--- config.mk ---
export PLATFORM = sky130hd
export DESIGN_NAME = decode_queue_flat
export DESIGN_NICKNAME = d
export VERILOG_FILES = /design/src/rtl/decode_queue_pkg.sv /design/src/rtl/decode_queue_if.sv /design/src/rtl/decode_queue_classify.sv /design/src/rtl/decode_queue.sv /design/src/flat_wrapper.sv
export SDC_FILE = /design/constraint.sdc
export NUM_CORES = 1
export LEC_CHECK = 0
export BUFFER_PORTS_ARGS = -buffer_cell sky130_fd_sc_hd__buf_2
export CORE_AREA = 5 5 133 135
export DETAILED_ROUTE_END_ITERATION = 8
export DIE_AREA = 0 0 138 140
export HOLD_SLACK_MARGIN = 0.02
export PLACE_DENSITY = 0.72
export SLEW_MARGIN = 20
export SYNTH_ARGS = -nofsm -noshare
export SYNTH_HDL_FRONTEND = slang
export SYNTH_SLANG_ARGS = --single-unit
--- constraint.sdc ---
create_clock -name clk -period 2.5 [get_ports clk]
set_clock_uncertainty 0.2 [all_clocks]
set_input_delay 0.25 -clock clk [delete_from_list [all_inputs] [get_ports clk]]
set_output_delay 0.25 -clock clk [all_outputs]
set_load 0.03 [all_outputs]
--- src/rtl/decode_queue_pkg.sv ---
// Shared RV32I decode constants: opcodes, funct fields and control-ROM indices.
// The M-extension indices are always defined; decode_classify only emits them under RV32M_DECODE_EN.
package decode_queue_pkg;

  localparam int ROM_W_MIN = 6;

  localparam logic [6:0] OP_LUI    = 7'b0110111;
  localparam logic [6:0] OP_AUIPC  = 7'b0010111;
  localparam logic [6:0] OP_JAL    = 7'b1101111;
  localparam logic [6:0] OP_JALR   = 7'b1100111;
  localparam logic [6:0] OP_BRANCH = 7'b1100011;
  localparam logic [6:0] OP_LOAD   = 7'b0000011;
  localparam logic [6:0] OP_STORE  = 7'b0100011;
  localparam logic [6:0] OP_IMM    = 7'b0010011;
  localparam logic [6:0] OP_REG    = 7'b0110011;

  localparam logic [2:0] F3_ADD  = 3'b000;
  localparam logic [2:0] F3_SLL  = 3'b001;
  localparam logic [2:0] F3_SLT  = 3'b010;
  localparam logic [2:0] F3_SLTU = 3'b011;
  localparam logic [2:0] F3_XOR  = 3'b100;
  localparam logic [2:0] F3_SR   = 3'b101;
  localparam logic [2:0] F3_OR   = 3'b110;
  localparam logic [2:0] F3_AND  = 3'b111;

  localparam logic [6:0] F7_BASE   = 7'b0000000;
  localparam logic [6:0] F7_ALT    = 7'b0100000;
  localparam logic [6:0] F7_MULDIV = 7'b0000001;

  typedef logic [5:0] rom_idx_t;

  localparam rom_idx_t IDX_NOPE  = 6'd0;
  localparam rom_idx_t IDX_LUI   = 6'd1;
  localparam rom_idx_t IDX_AUIPC = 6'd2;
  localparam rom_idx_t IDX_JAL   = 6'd3;
  localparam rom_idx_t IDX_JALR  = 6'd4;
  localparam rom_idx_t IDX_BEQ   = 6'd5;
  localparam rom_idx_t IDX_BNE   = 6'd6;
  localparam rom_idx_t IDX_BLT   = 6'd7;
  localparam rom_idx_t IDX_BGE   = 6'd8;
  localparam rom_idx_t IDX_BLTU  = 6'd9;
  localparam rom_idx_t IDX_BGEU  = 6'd10;
  localparam rom_idx_t IDX_LB    = 6'd11;
  localparam rom_idx_t IDX_LH    = 6'd12;
  localparam rom_idx_t IDX_LW    = 6'd13;
  localparam rom_idx_t IDX_LBU   = 6'd14;
  localparam rom_idx_t IDX_LHU   = 6'd15;
  localparam rom_idx_t IDX_SB    = 6'd16;
  localparam rom_idx_t IDX_SH    = 6'd17;
  localparam rom_idx_t IDX_SW    = 6'd18;
  localparam rom_idx_t IDX_ADDI  = 6'd19;
  localparam rom_idx_t IDX_SLTI  = 6'd20;
  localparam rom_idx_t IDX_SLTIU = 6'd21;
  localparam rom_idx_t IDX_XORI  = 6'd22;
  localparam rom_idx_t IDX_ORI   = 6'd23;
  localparam rom_idx_t IDX_ANDI  = 6'd24;
  localparam rom_idx_t IDX_SLLI  = 6'd25;
  localparam rom_idx_t IDX_SRLI  = 6'd26;
  localparam rom_idx_t IDX_SRAI  = 6'd27;
  localparam rom_idx_t IDX_ADD   = 6'd28;
  localparam rom_idx_t IDX_SUB   = 6'd29;
  localparam rom_idx_t IDX_SLL   = 6'd30;
  localparam rom_idx_t IDX_SLT   = 6'd31;
  localparam rom_idx_t IDX_SLTU  = 6'd32;
  localparam rom_idx_t IDX_XOR   = 6'd33;
  localparam rom_idx_t IDX_SRL   = 6'd34;
  localparam rom_idx_t IDX_SRA   = 6'd35;
  localparam rom_idx_t IDX_OR    = 6'd36;
  localparam rom_idx_t IDX_AND   = 6'd37;
  // MUL..REMU occupy IDX_MUL + funct3, in funct3 order
  localparam rom_idx_t IDX_MUL    = 6'd38;
  localparam rom_idx_t IDX_MULH   = 6'd39;
  localparam rom_idx_t IDX_MULHSU = 6'd40;
  localparam rom_idx_t IDX_MULHU  = 6'd41;
  localparam rom_idx_t IDX_DIV    = 6'd42;
  localparam rom_idx_t IDX_DIVU   = 6'd43;
  localparam rom_idx_t IDX_REM    = 6'd44;
  localparam rom_idx_t IDX_REMU   = 6'd45;

endpackage

--- src/rtl/decode_queue_if.sv ---
// Fetch-side and execute-side handshake bundle of the decode queue.
// master = surrounding pipeline, slave = decode_queue.
interface decode_queue_if #(
  parameter int PC_W  = 32,
  parameter int ROM_W = 6
);
  logic             in_valid;
  logic             in_ready;
  logic [31:0]      in_instr;
  logic [PC_W-1:0]  in_pc;
  logic             flush;
  logic             out_valid;
  logic             out_ready;
  logic [ROM_W-1:0] out_rom_idx;
  logic             out_illegal;
  logic [31:0]      out_instr;
  logic [PC_W-1:0]  out_pc;

  modport master (
    output in_valid, in_instr, in_pc, flush, out_ready,
    input  in_ready, out_valid, out_rom_idx,
    input  out_illegal, out_instr, out_pc
  );

  modport slave (
    input  in_valid, in_instr, in_pc, flush, out_ready,
    output in_ready, out_valid, out_rom_idx,
    output out_illegal, out_instr, out_pc
  );
endinterface

--- src/rtl/decode_queue_classify.sv ---
// Combinational RV32I classifier: opcode/funct3/funct7 -> ROM index + illegal flag.
// RV32M_DECODE_EN adds the MUL/DIV group on OP_REG with funct7=0000001.
module decode_classify
  import decode_queue_pkg::*;
(
  input  logic [6:0] opcode_i,
  input  logic [2:0] funct3_i,
  input  logic [6:0] funct7_i,
  output rom_idx_t   rom_idx_o,
  output logic       illegal_o
);
  rom_idx_t idx;
  logic     ok;

  always_comb begin
    idx = IDX_NOPE;
    ok  = 1'b0;
    unique case (opcode_i)
      OP_LUI:   begin idx = IDX_LUI;   ok = 1'b1; end
      OP_AUIPC: begin idx = IDX_AUIPC; ok = 1'b1; end
      OP_JAL:   begin idx = IDX_JAL;   ok = 1'b1; end
      OP_JALR: begin
        if (funct3_i == 3'b000) begin
          idx = IDX_JALR;
          ok  = 1'b1;
        end
      end
      OP_BRANCH: begin
        ok = 1'b1;
        unique case (funct3_i)
          3'b000:  idx = IDX_BEQ;
          3'b001:  idx = IDX_BNE;
          3'b100:  idx = IDX_BLT;
          3'b101:  idx = IDX_BGE;
          3'b110:  idx = IDX_BLTU;
          3'b111:  idx = IDX_BGEU;
          default: ok  = 1'b0;
        endcase
      end
      OP_LOAD: begin
        ok = 1'b1;
        unique case (funct3_i)
          3'b000:  idx = IDX_LB;
          3'b001:  idx = IDX_LH;
          3'b010:  idx = IDX_LW;
          3'b100:  idx = IDX_LBU;
          3'b101:  idx = IDX_LHU;
          default: ok  = 1'b0;
        endcase
      end
      OP_STORE: begin
        ok = 1'b1;
        unique case (funct3_i)
          3'b000:  idx = IDX_SB;
          3'b001:  idx = IDX_SH;
          3'b010:  idx = IDX_SW;
          default: ok  = 1'b0;
        endcase
      end
      OP_IMM: begin
        ok = 1'b1;
        unique case (funct3_i)
          F3_ADD:  idx = IDX_ADDI;
          F3_SLT:  idx = IDX_SLTI;
          F3_SLTU: idx = IDX_SLTIU;
          F3_XOR:  idx = IDX_XORI;
          F3_OR:   idx = IDX_ORI;
          F3_AND:  idx = IDX_ANDI;
          F3_SLL: begin
            if (funct7_i == F7_BASE) idx = IDX_SLLI;
            else                     ok  = 1'b0;
          end
          default: begin
            if (funct7_i == F7_BASE)     idx = IDX_SRLI;
            else if (funct7_i == F7_ALT) idx = IDX_SRAI;
            else                         ok  = 1'b0;
          end
        endcase
      end
      OP_REG: begin
        if (funct7_i == F7_BASE) begin
          ok = 1'b1;
          unique case (funct3_i)
            F3_ADD:  idx = IDX_ADD;
            F3_SLL:  idx = IDX_SLL;
            F3_SLT:  idx = IDX_SLT;
            F3_SLTU: idx = IDX_SLTU;
            F3_XOR:  idx = IDX_XOR;
            F3_SR:   idx = IDX_SRL;
            F3_OR:   idx = IDX_OR;
            default: idx = IDX_AND;
          endcase
        end else if (funct7_i == F7_ALT) begin
          if (funct3_i == F3_ADD) begin
            idx = IDX_SUB;
            ok  = 1'b1;
          end else if (funct3_i == F3_SR) begin
            idx = IDX_SRA;
            ok  = 1'b1;
          end
        end
`ifdef RV32M_DECODE_EN
        else if (funct7_i == F7_MULDIV) begin
          idx = IDX_MUL + rom_idx_t'(funct3_i);
          ok  = 1'b1;
        end
`endif
      end
      default: ;
    endcase
  end

  assign rom_idx_o = idx;
  assign illegal_o = !ok;
endmodule

--- src/rtl/decode_queue.sv ---
// Registered decode stage: classify on push, DEPTH-entry FIFO toward execute.
// Optional M-extension decode via RV32M_DECODE_EN (see decode_classify).
module decode_queue
  import decode_queue_pkg::*;
#(
  parameter int ROM_W = 6,
  parameter int DEPTH = 2,
  parameter int PC_W  = 32,
  parameter int CNT_W = 16
) (
  input  logic             clk,
  input  logic             rst_n,
  decode_queue_if.slave    dq,
  output logic [CNT_W-1:0] illegal_count
);
  localparam int AW = $clog2(DEPTH);
  localparam int CW = AW + 1;

  if (ROM_W < ROM_W_MIN) begin : g_rom_w_chk
    $error("decode_queue: ROM_W must be >= 6");
  end
  if (DEPTH < 2 || (DEPTH & (DEPTH - 1)) != 0) begin : g_depth_chk
    $error("decode_queue: DEPTH must be a power of two >= 2");
  end

  logic [AW-1:0]    wptr_q, wptr_d;
  logic [AW-1:0]    rptr_q, rptr_d;
  logic [CW-1:0]    cnt_q, cnt_d;
  logic [CNT_W-1:0] ill_cnt_q, ill_cnt_d;

  logic [31:0]      instr_q [DEPTH];
  logic [PC_W-1:0]  pc_q    [DEPTH];
  logic [ROM_W-1:0] idx_q   [DEPTH];
  logic [DEPTH-1:0] ill_q;

  rom_idx_t cls_idx;
  logic     cls_ill;
  logic     push, pop;

  decode_classify u_classify (
    .opcode_i  (dq.in_instr[6:0]),
    .funct3_i  (dq.in_instr[14:12]),
    .funct7_i  (dq.in_instr[31:25]),
    .rom_idx_o (cls_idx),
    .illegal_o (cls_ill)
  );

  // No bypass: a full queue refuses input even if the head leaves this cycle
  assign dq.in_ready  = (cnt_q < CW'(DEPTH)) && !dq.flush;
  assign dq.out_valid = (cnt_q != '0);

  assign push = dq.in_valid && dq.in_ready;
  assign pop  = dq.out_valid && dq.out_ready && !dq.flush;

  always_comb begin
    wptr_d    = wptr_q;
    rptr_d    = rptr_q;
    cnt_d     = cnt_q;
    ill_cnt_d = ill_cnt_q;
    if (push && cls_ill && ill_cnt_q != '1)
      ill_cnt_d = ill_cnt_q + CNT_W'(1);
    if (dq.flush) begin
      wptr_d = '0;
      rptr_d = '0;
      cnt_d  = '0;
    end else begin
      if (push) wptr_d = wptr_q + AW'(1);
      if (pop)  rptr_d = rptr_q + AW'(1);
      unique case ({push, pop})
        2'b10:   cnt_d = cnt_q + CW'(1);
        2'b01:   cnt_d = cnt_q - CW'(1);
        default: cnt_d = cnt_q;
      endcase
    end
  end

  always_ff @(posedge clk or negedge rst_n) begin
    if (!rst_n) begin
      wptr_q    <= '0;
      rptr_q    <= '0;
      cnt_q     <= '0;
      ill_cnt_q <= '0;
    end else begin
      wptr_q    <= wptr_d;
      rptr_q    <= rptr_d;
      cnt_q     <= cnt_d;
      ill_cnt_q <= ill_cnt_d;
    end
  end

  always_ff @(posedge clk or negedge rst_n) begin
    if (!rst_n) begin
      for (int i = 0; i < DEPTH; i++) begin
        instr_q[i] <= '0;
        pc_q[i]    <= '0;
        idx_q[i]   <= '0;
      end
      ill_q <= '0;
    end else if (push) begin
      instr_q[wptr_q] <= dq.in_instr;
      pc_q[wptr_q]    <= dq.in_pc;
      idx_q[wptr_q]   <= ROM_W'(cls_idx);
      ill_q[wptr_q]   <= cls_ill;
    end
  end

  assign dq.out_instr   = dq.out_valid ? instr_q[rptr_q] : '0;
  assign dq.out_pc      = dq.out_valid ? pc_q[rptr_q]    : '0;
  assign dq.out_rom_idx = dq.out_valid ? idx_q[rptr_q]   : '0;
  assign dq.out_illegal = dq.out_valid && ill_q[rptr_q];
  assign illegal_count  = ill_cnt_q;
endmodule

--- src/flat_wrapper.sv ---
// flat-port wrapper written by rule: the top's interface ports become plain ports
module decode_queue_flat import decode_queue_pkg::*;
#(
  parameter int ROM_W = 6,
  parameter int DEPTH = 2,
  parameter int PC_W  = 32,
  parameter int CNT_W = 16
)
  (clk, rst_n, illegal_count, dq_in_valid, dq_in_instr, dq_in_pc, dq_flush, dq_out_ready, dq_in_ready, dq_out_valid, dq_out_rom_idx, dq_out_illegal, dq_out_instr, dq_out_pc);
  decode_queue_if #(.PC_W(PC_W), .ROM_W(ROM_W)) dq_i ();
  input  logic clk;
  input  logic rst_n;
  output logic [CNT_W-1:0] illegal_count;
  input wire logic [$bits(dq_i.in_valid)-1:0] dq_in_valid;
  input wire logic [$bits(dq_i.in_instr)-1:0] dq_in_instr;
  input wire logic [$bits(dq_i.in_pc)-1:0] dq_in_pc;
  input wire logic [$bits(dq_i.flush)-1:0] dq_flush;
  input wire logic [$bits(dq_i.out_ready)-1:0] dq_out_ready;
  output wire logic [$bits(dq_i.in_ready)-1:0] dq_in_ready;
  output wire logic [$bits(dq_i.out_valid)-1:0] dq_out_valid;
  output wire logic [$bits(dq_i.out_rom_idx)-1:0] dq_out_rom_idx;
  output wire logic [$bits(dq_i.out_illegal)-1:0] dq_out_illegal;
  output wire logic [$bits(dq_i.out_instr)-1:0] dq_out_instr;
  output wire logic [$bits(dq_i.out_pc)-1:0] dq_out_pc;
  assign dq_i.in_valid = dq_in_valid;
  assign dq_i.in_instr = dq_in_instr;
  assign dq_i.in_pc = dq_in_pc;
  assign dq_i.flush = dq_flush;
  assign dq_i.out_ready = dq_out_ready;
  assign dq_in_ready = dq_i.in_ready;
  assign dq_out_valid = dq_i.out_valid;
  assign dq_out_rom_idx = dq_i.out_rom_idx;
  assign dq_out_illegal = dq_i.out_illegal;
  assign dq_out_instr = dq_i.out_instr;
  assign dq_out_pc = dq_i.out_pc;
  decode_queue #(.ROM_W(ROM_W), .DEPTH(DEPTH), .PC_W(PC_W), .CNT_W(CNT_W)) u_core (.clk(clk), .rst_n(rst_n), .dq(dq_i), .illegal_count(illegal_count));
endmodule
==> results of run 1 <==
area by class of cell:
class | instances | area, sq um | area share
inverters | 9 | 33.78 | 0.003232
clock inverters | 11 | 128.9 | 0.01233
flip-flops and latches | 162 | 4058 | 0.3882
multi-input cells | 595 | 3702 | 0.3542
repair buffers | 254 | 1790 | 0.1713
clock buffers | 21 | 460.4 | 0.04406
well taps | 220 | 275.3 | 0.02634
diodes | 1 | 2.502 | 0.0002394
where the power goes:
group	leakage, nW	switching [mW]	total [mW]	internal [mW]
Clock	0.284	1.05	2.58	1.53
Combinational	2.78	1.18	2.05	0.874
Sequential	1.99	0.387	3.65	3.27
flip-flops by register name (all words and copies together) (netlist names):
name	flops
u_core.illegal_count	16
u_core.wptr_q	1
u_core.instr_q	64
u_core.rptr_q	1
u_core.cnt_q	2
u_core.ill_q	2
u_core.pc_q	64
u_core.idx_q	12
per-layer routing:
layer / global-route usage / up-vias / routed length (microns)
met5: 0 / - / 0
met4: 0.07332 / 0 / 393
met3: 0.03954 / 25 / 688
met2: 0.3273 / 152 / 9519
met1: 0.2835 / 3220 / 9401
li1: - / 3163 / -
layout by cell type (no fill, tap or decap), drive strengths merged, types with 3 or more instances in the layout:
cell type    instances
a211oi               4
o21ai               17
a21oi               16
mux2                66
xnor2                3
inv                 10
clkinv               6
and3                 3
nor3                16
nor2b                3
nor4                 6
or2                  4
dlygate4sd3         66
dfrtp              162
nor2               108
nand4                4
xor2                17
o22ai                3
clkbuf              21
nand2              213
nand3                8
mux2i               74
nand2b               4
buf                188
nand3b               3
cell families after synthesis:
logic type | Yosys count
AO/OA/AOI/OAI | 55
XOR/XNOR | 20
adder cells (fa/ha/maj) | 1
buffers and inverters | 59
flip-flops | 162
multiplexers | 140
AND/OR/NAND/NOR | 379
synth_stat cells, types with 2 or more instances:
library cell and count:
a211oi_1 4, a21oi_1 16, a31oi_1 2, and3_1 3
buf_1 5, buf_2 10, buf_6 2, clkbuf_1 32
dfrtp_1 162, inv_1 9, mux2_2 65, mux2i_1 74
nand2_1 212, nand2b_1 4, nand3_1 8, nand3b_1 2
nand4_1 4, nor2_1 107, nor2b_1 3, nor3_1 13
nor3_2 3, nor4_1 4, o21ai_0 15, o21ai_2 2
o22ai_1 3, xnor2_1 3, xor2_1 17
stage by stage:
step | utilization | area, sq um | setup TNS (ns) | setup slack [ns] | power [mW]
floorplan | - | 7990 | 0 | 0.2698 | 5.026
global placement | 0.5608 | 9169 | 0 | 0.2110 | 5.609
detailed placement | 0.5608 | 9169 | 0 | 0.1562 | 5.668
CTS | 0.6373 | 10420 | 0 | 0.03483 | 8.361
global route | 0.6391 | 10450 | -0.03708 | -0.01665 | 8.762
finish | 0.6393 | 10450 | 0 | 0.03275 | 8.291
worst paths after layout:
| path | end | slack (ns) |
|---|---|---|
| min in group asynchronous | u_core.pc_q[5] | 0.21 |
| worst min register to register | u_core.instr_q[29] | 0.27 |
| worst max register to register | u_core.illegal_count[5] | 0.18 |
| max in group asynchronous | u_core.ill_q[1] | 1.20 |
| worst max-delay path | u_core.illegal_count[1] | 0.03 |
| worst min-delay path | u_core.instr_q[44] | 0.05 |
worst max-delay path: cells and delay by family:
kind                   cells  cell delay, ns
AO/OA/AOI/OAI              1            0.29
AND/OR/NAND/NOR            4            1.03
multiplexers               1            0.29
buffers and inverters      2            0.72
repair_timing:
item | in CTS | in global routing
endpoints found under the hold margin | 184 | 0
resized for setup | 0 | 5
setup endpoints to repair | 0 | 10
buffers inserted | 0 | 3
hold buffers | 66 | 0
==> reports/qor.txt, run 1 <==
worst r2r path cells - 8
CTS tree - done
Reg clk slew, reported paths - 0.06 ns
xor-xnor portion of the synthesized cell area - 0.02192
pwr/cell area - 793.3 nW/um^2
Post-Synthesis Net Count - 886
Yosys cell types - 59
highest ir drop seen on vdd - 650.3 uV
Filler cells - 1347
htree depth - 4
pin count of the biggest net entering global routing - 66
max-cap violations - 0
critical path startpoint category - input pin
min cycle time layout - 2.467 ns
average size of a mapped cell - 9.792 sq um
critical-path cell list - dlygate4sd3_1, buf_4, or3b_4, or2_1, o32ai_2, nand3b_4, or2_4, mux2_4
crit path max fanout - 11
cell row count - 47
hold path depth - 2
Worst-Margin Slew - 0.6385 ns
top post-synthesis cells by area - dfrtp_1 51%, nand2_1 10%, mux2i_1 9.3%, mux2_2 9.2%, nor2_1 5.0%
clock buffer depth - 2
first-pass GRT wire length - 33070 microns
worst setup path start - dq_in_instr[5]
I/O Pins - 158
Initial Utilization - 0.4887
Num CTS Buffers - 17
Critical Path RT - 2.60 ns
Gate Count Post-Synth - 816
port bufs - 157
Iteration-0 DRC Markers - 429
core area - 16350 sq um
Lkg Pwr - 5.049 nW
multiplexer area fraction after synthesis - 0.1862
Fin Hold WS - 0.04649 ns
vias in the first global route - 6552
Slew headroom - 0.5743
Final nets - 1109
Compound-Gate Fraction of Synth Area - 0.04651
routed vias/inst - 5.153
post-synthesis sequential area ratio - 0.5074
Worst Path Arrival - 2.57 ns
number of flops mapped to enable cells by yosys - 0
slowest stage cell, crit path - dlygate4sd3_1
post-synthesis register bit count - 162
Die Y - 140 microns
min-delay src - dq_in_instr[12]
wire length after detailed routing - 20000 microns
Synth Area in Simple Gates - 0.2048
GRT Total Usage - 0.2057
Yosys top cell area share - 0.5074
initial antenna violation count - 0
share of layout cells above drive strength 1 - 0.2918
Slew Viols, Final - 0
Worst setup EP type - flop
# DRC - 0
clk sinks - 162
grt ovf - 0
main combinational cell family by area after synthesis - simple AND/OR/NAND/NOR gates
Avg WL per Cell - 15.71 microns
ys flop type - dfrtp_1
synth warn - 0
routed via count - 6560
Cells after DPL - 1171
Post-Layout Cell Count - 1273
area added between synthesis and finish - 30.80%
Fin. Hold Viols - 0
Synth Area in Adders - 0.001566
period utilisation layout - 0.9869
Post-DP HPWL - 12800 microns
Worst Hold Class - input pin to flop
critical path class - input pin to flop
asr flop ratio synth - 1.000
clk_lat worst skew - 0.42 ns
die footprint - 19320 sq um
outcome - complete, no violations
Largest stage delay, worst path - 0.54 ns
Chip Width - 138 microns
Fmax - 0.4053 GHz
Pre-Repair DR Iteration Count - 5
Worst R2R Start - u_core.cnt_q[1]
area leader, netlist - dfrtp_1
antenna-violating nets left - 0
Netlist Area Pre-Place - 7990 sq um
routability cong. - 0.9034
Final Setup Violations - 0
Root Driver - clkbuf_16
Power figures use the tool's default switching activity.
==> run 2: changes to the inputs <==
==> constraint.sdc (replaced) <==
create_clock -name clk -period 2.67 [get_ports clk]
set_clock_uncertainty 0.2 [all_clocks]
set_input_delay 0.267 -clock clk [delete_from_list [all_inputs] [get_ports clk]]
set_output_delay 0.267 -clock clk [all_outputs]
set_load 0.03 [all_outputs]
==> run 2 against run 1 <==
  * Register-to-register slack hardly changed
  * Setup slack better by 0.13 ns
  * Die area stayed put
  * Sequential share of layout area is 0.22 points higher
  * First-iteration DRC count is 10% lower
  * Final area is 0.55% lower
  * Combinational power is 6% lower
  * Critical path type unchanged
  * Flip-flop and latch count stayed put
  * Hold slack better by 0.084 ns
==> reports/qor.txt, run 2 (synthesis gave the netlist of run 1 again) <==
outcome - complete, no violations
Clock Power Share - 0.337 (+0.025)
clk sinks - 162 (unchanged)
Combinational Power Share - 0.239 (-0.009)
Worst-Margin Slew - 0.5590 ns (-0.07954 ns)
slowest stage cell, crit path - dlygate4sd3_1
die footprint - 19320 sq um (unchanged)
Final nets - 1096 (-1.2%)
wire length after detailed routing - 19840 microns (-0.81%)
RSZ-0062 raised after global routing - false
Ant. Diodes - 0 (-1)
Initial Utilization - 0.4887 (unchanged)
critical path startpoint category - input pin
Critical Path RT - 2.77 ns (+0.17 ns)
Slew headroom - 0.6273 (+0.05303)
area added between synthesis and finish - 30.08%
routed vias/inst - 5.207 (+1.1%)
pwr/cell area - 774.8 nW/um^2 (-2.3%)
highest ir drop seen on vdd - 559.6 uV (-14%)
CTS tree - done
post-CTS sizing - 0 (unchanged)
# DRC - 0 (unchanged)
Post-DP HPWL - 12840 microns (+0.31%)
max-cap violations - 0 (unchanged)
clk_lat worst skew - 0.43 ns (about the same)
antenna-violating nets left - 0 (unchanged)
Cells after DPL - 1160 (-0.94%)
Post-Layout Cell Count - 1259 (-1.1%)
Worst setup EP type - flop
Root Driver - clkbuf_16
Worst Path Arrival - 2.62 ns (+0.05 ns)
Worst Hold Class - input pin to async pin
Lkg Pwr - 5.016 nW (-0.66%)
Final Setup Violations - 0 (unchanged)
commonest non-fill, non-tap cell in the layout - nand2_1
core area - 16350 sq um (unchanged)
htree depth - 4 (unchanged)
routed via count - 6556 (-0.061%)
critical path class - input pin to flop
pin count of the biggest net entering global routing - 62 (-6.1%)
Largest stage delay, worst path - 0.53 ns (about the same)
grt ovf - 0 (unchanged)
sum of negative setup slack - 0 ns (unchanged)
min cycle time layout - 2.511 ns
initial antenna violation count - 0 (unchanged)
commonest cells after routing, fill and taps aside - 211 x nand2_1, 161 x dfrtp_1, 156 x buf_2, 106 x nor2_1, 74 x mux2i_1
Avg WL per Cell - 15.76 microns (+0.29%)
Filler cells - 1384 (+2.7%)
I/O Pins - 158 (unchanged)
Sw Share - 0.3068 (-0.009154)
GRT met3 Usage - 0.04090 (+0.001363)
Internal - 5.583 mW (-1.6%)
GRT Total Usage - 0.2061 (+0.0004067)
Pre-Repair DR Iteration Count - 5 (unchanged)
Util after Layout - 0.6358 (-0.003521)
global routing usage on met1 - 0.2773 (-0.006189)
routability cong. - 0.9181 (+1.6%)
GRT busiest layer - met2
Die Y - 140 microns (unchanged)
port bufs - 157 (unchanged)
Reg clk slew, reported paths - 0.07 ns (about the same)
share of layout cells above drive strength 1 - 0.2820 (-0.009823)
Fin. Hold Viols - 0 (unchanged)
cell row count - 47 (unchanged)
Chip Width - 138 microns (unchanged)
crit path max fanout - 13 (+2)
clock buffer depth - 2 (unchanged)
critical-path cell list - dlygate4sd3_1, buf_2, nand4bb_4, or2_1, o32ai_2, nand3b_4, buf_4, nor2_1, xor2_1
Iteration-0 DRC Markers - 385 (-10%)
Power Total - 8.053 mW (-2.9%)
sw power - 2.471 mW (-5.7%)
vias in the first global route - 6600 (+0.73%)
Fmax - 0.3983 GHz
Slew Viols, Final - 0 (unchanged)
period utilisation layout - 0.9403
R2R Setup Slk - 0.17 ns (about the same)
first-pass GRT wire length - 33170 microns (+0.29%)
Num CTS Buffers - 17 (unchanged)
Reg power frac - 0.424 (-0.017)
met2 usage - 0.3363 (+0.008993)
[run 2: worst max-delay path, delay by kind of cell]
family                    cells  cell delay, ns
AOI/OAI and AO/OA             1            0.25
and+or+nand+nor               4            1.03
buffers and inverters         3            0.91
xor gates and xnor gates      1            0.15
[run 2: path summary, 6_finish.rpt]
path	from	endpoint	depth (start not counted)
max in group asynchronous	rst_n	u_core.illegal_count[15]	3
hold / removal	rst_n	u_core.pc_q[37]	2
min in group clk	dq_in_instr[12]	u_core.instr_q[12]	3
setup / recovery	dq_in_instr[3]	u_core.illegal_count[13]	9
hold reg to reg	u_core.instr_q[23]	u_core.instr_q[23]	2
setup reg to reg	u_core.cnt_q[1]	u_core.illegal_count[1]	6
[run 2: per-layer routing]
layer  share of wire  wire length, microns
met1            0.45                  9020
met2            0.48                  9477
met3           0.047                   927
met4           0.021                   415
met5               0                     0
[run 2: through the flow]
| step | setup WS, ns | hold slack (ns) | cell area, sq um |
|---|---|---|---|
| finish | 0.1594 | 0.1301 | 10390 |
| global route | 0.006962 | 0.1417 | 10390 |
| CTS | 0.1369 | 0.1143 | 10390 |
| floorplan | 0.4398 | -0.2286 | 7990 |
| detailed placement | 0.1506 | 0.02517 | 9061 |
| global placement | 0.2231 | 0.02947 | 9061 |
[run 2: cell type report]
cell class,instances,area (sq um),share of cell area
sequential,162,4058,0.3904
multi-input combinational,595,3700,0.3560
timing repair buffer,241,1665,0.1602
clock buffer,20,456.7,0.04394
tap,220,275.3,0.02648
clock inverter,12,205.2,0.01974
inverter,9,33.78,0.003250
[run 2: power groups by stage]
stage,clock [mW],sequential [mW],combinational [mW]
after floorplan,0,3.46,1.24
after global placement,0,3.42,1.81
after detailed placement,0,3.45,1.85
after CTS,2.77,3.41,1.94
after global routing,2.88,3.50,2.11
final,2.71,3.42,1.92
[run 2: timing repair]
action	4_1_cts	5_1_grt
hold endpoints to repair	276	0
hold buffers	67	0
buffers inserted	0	0
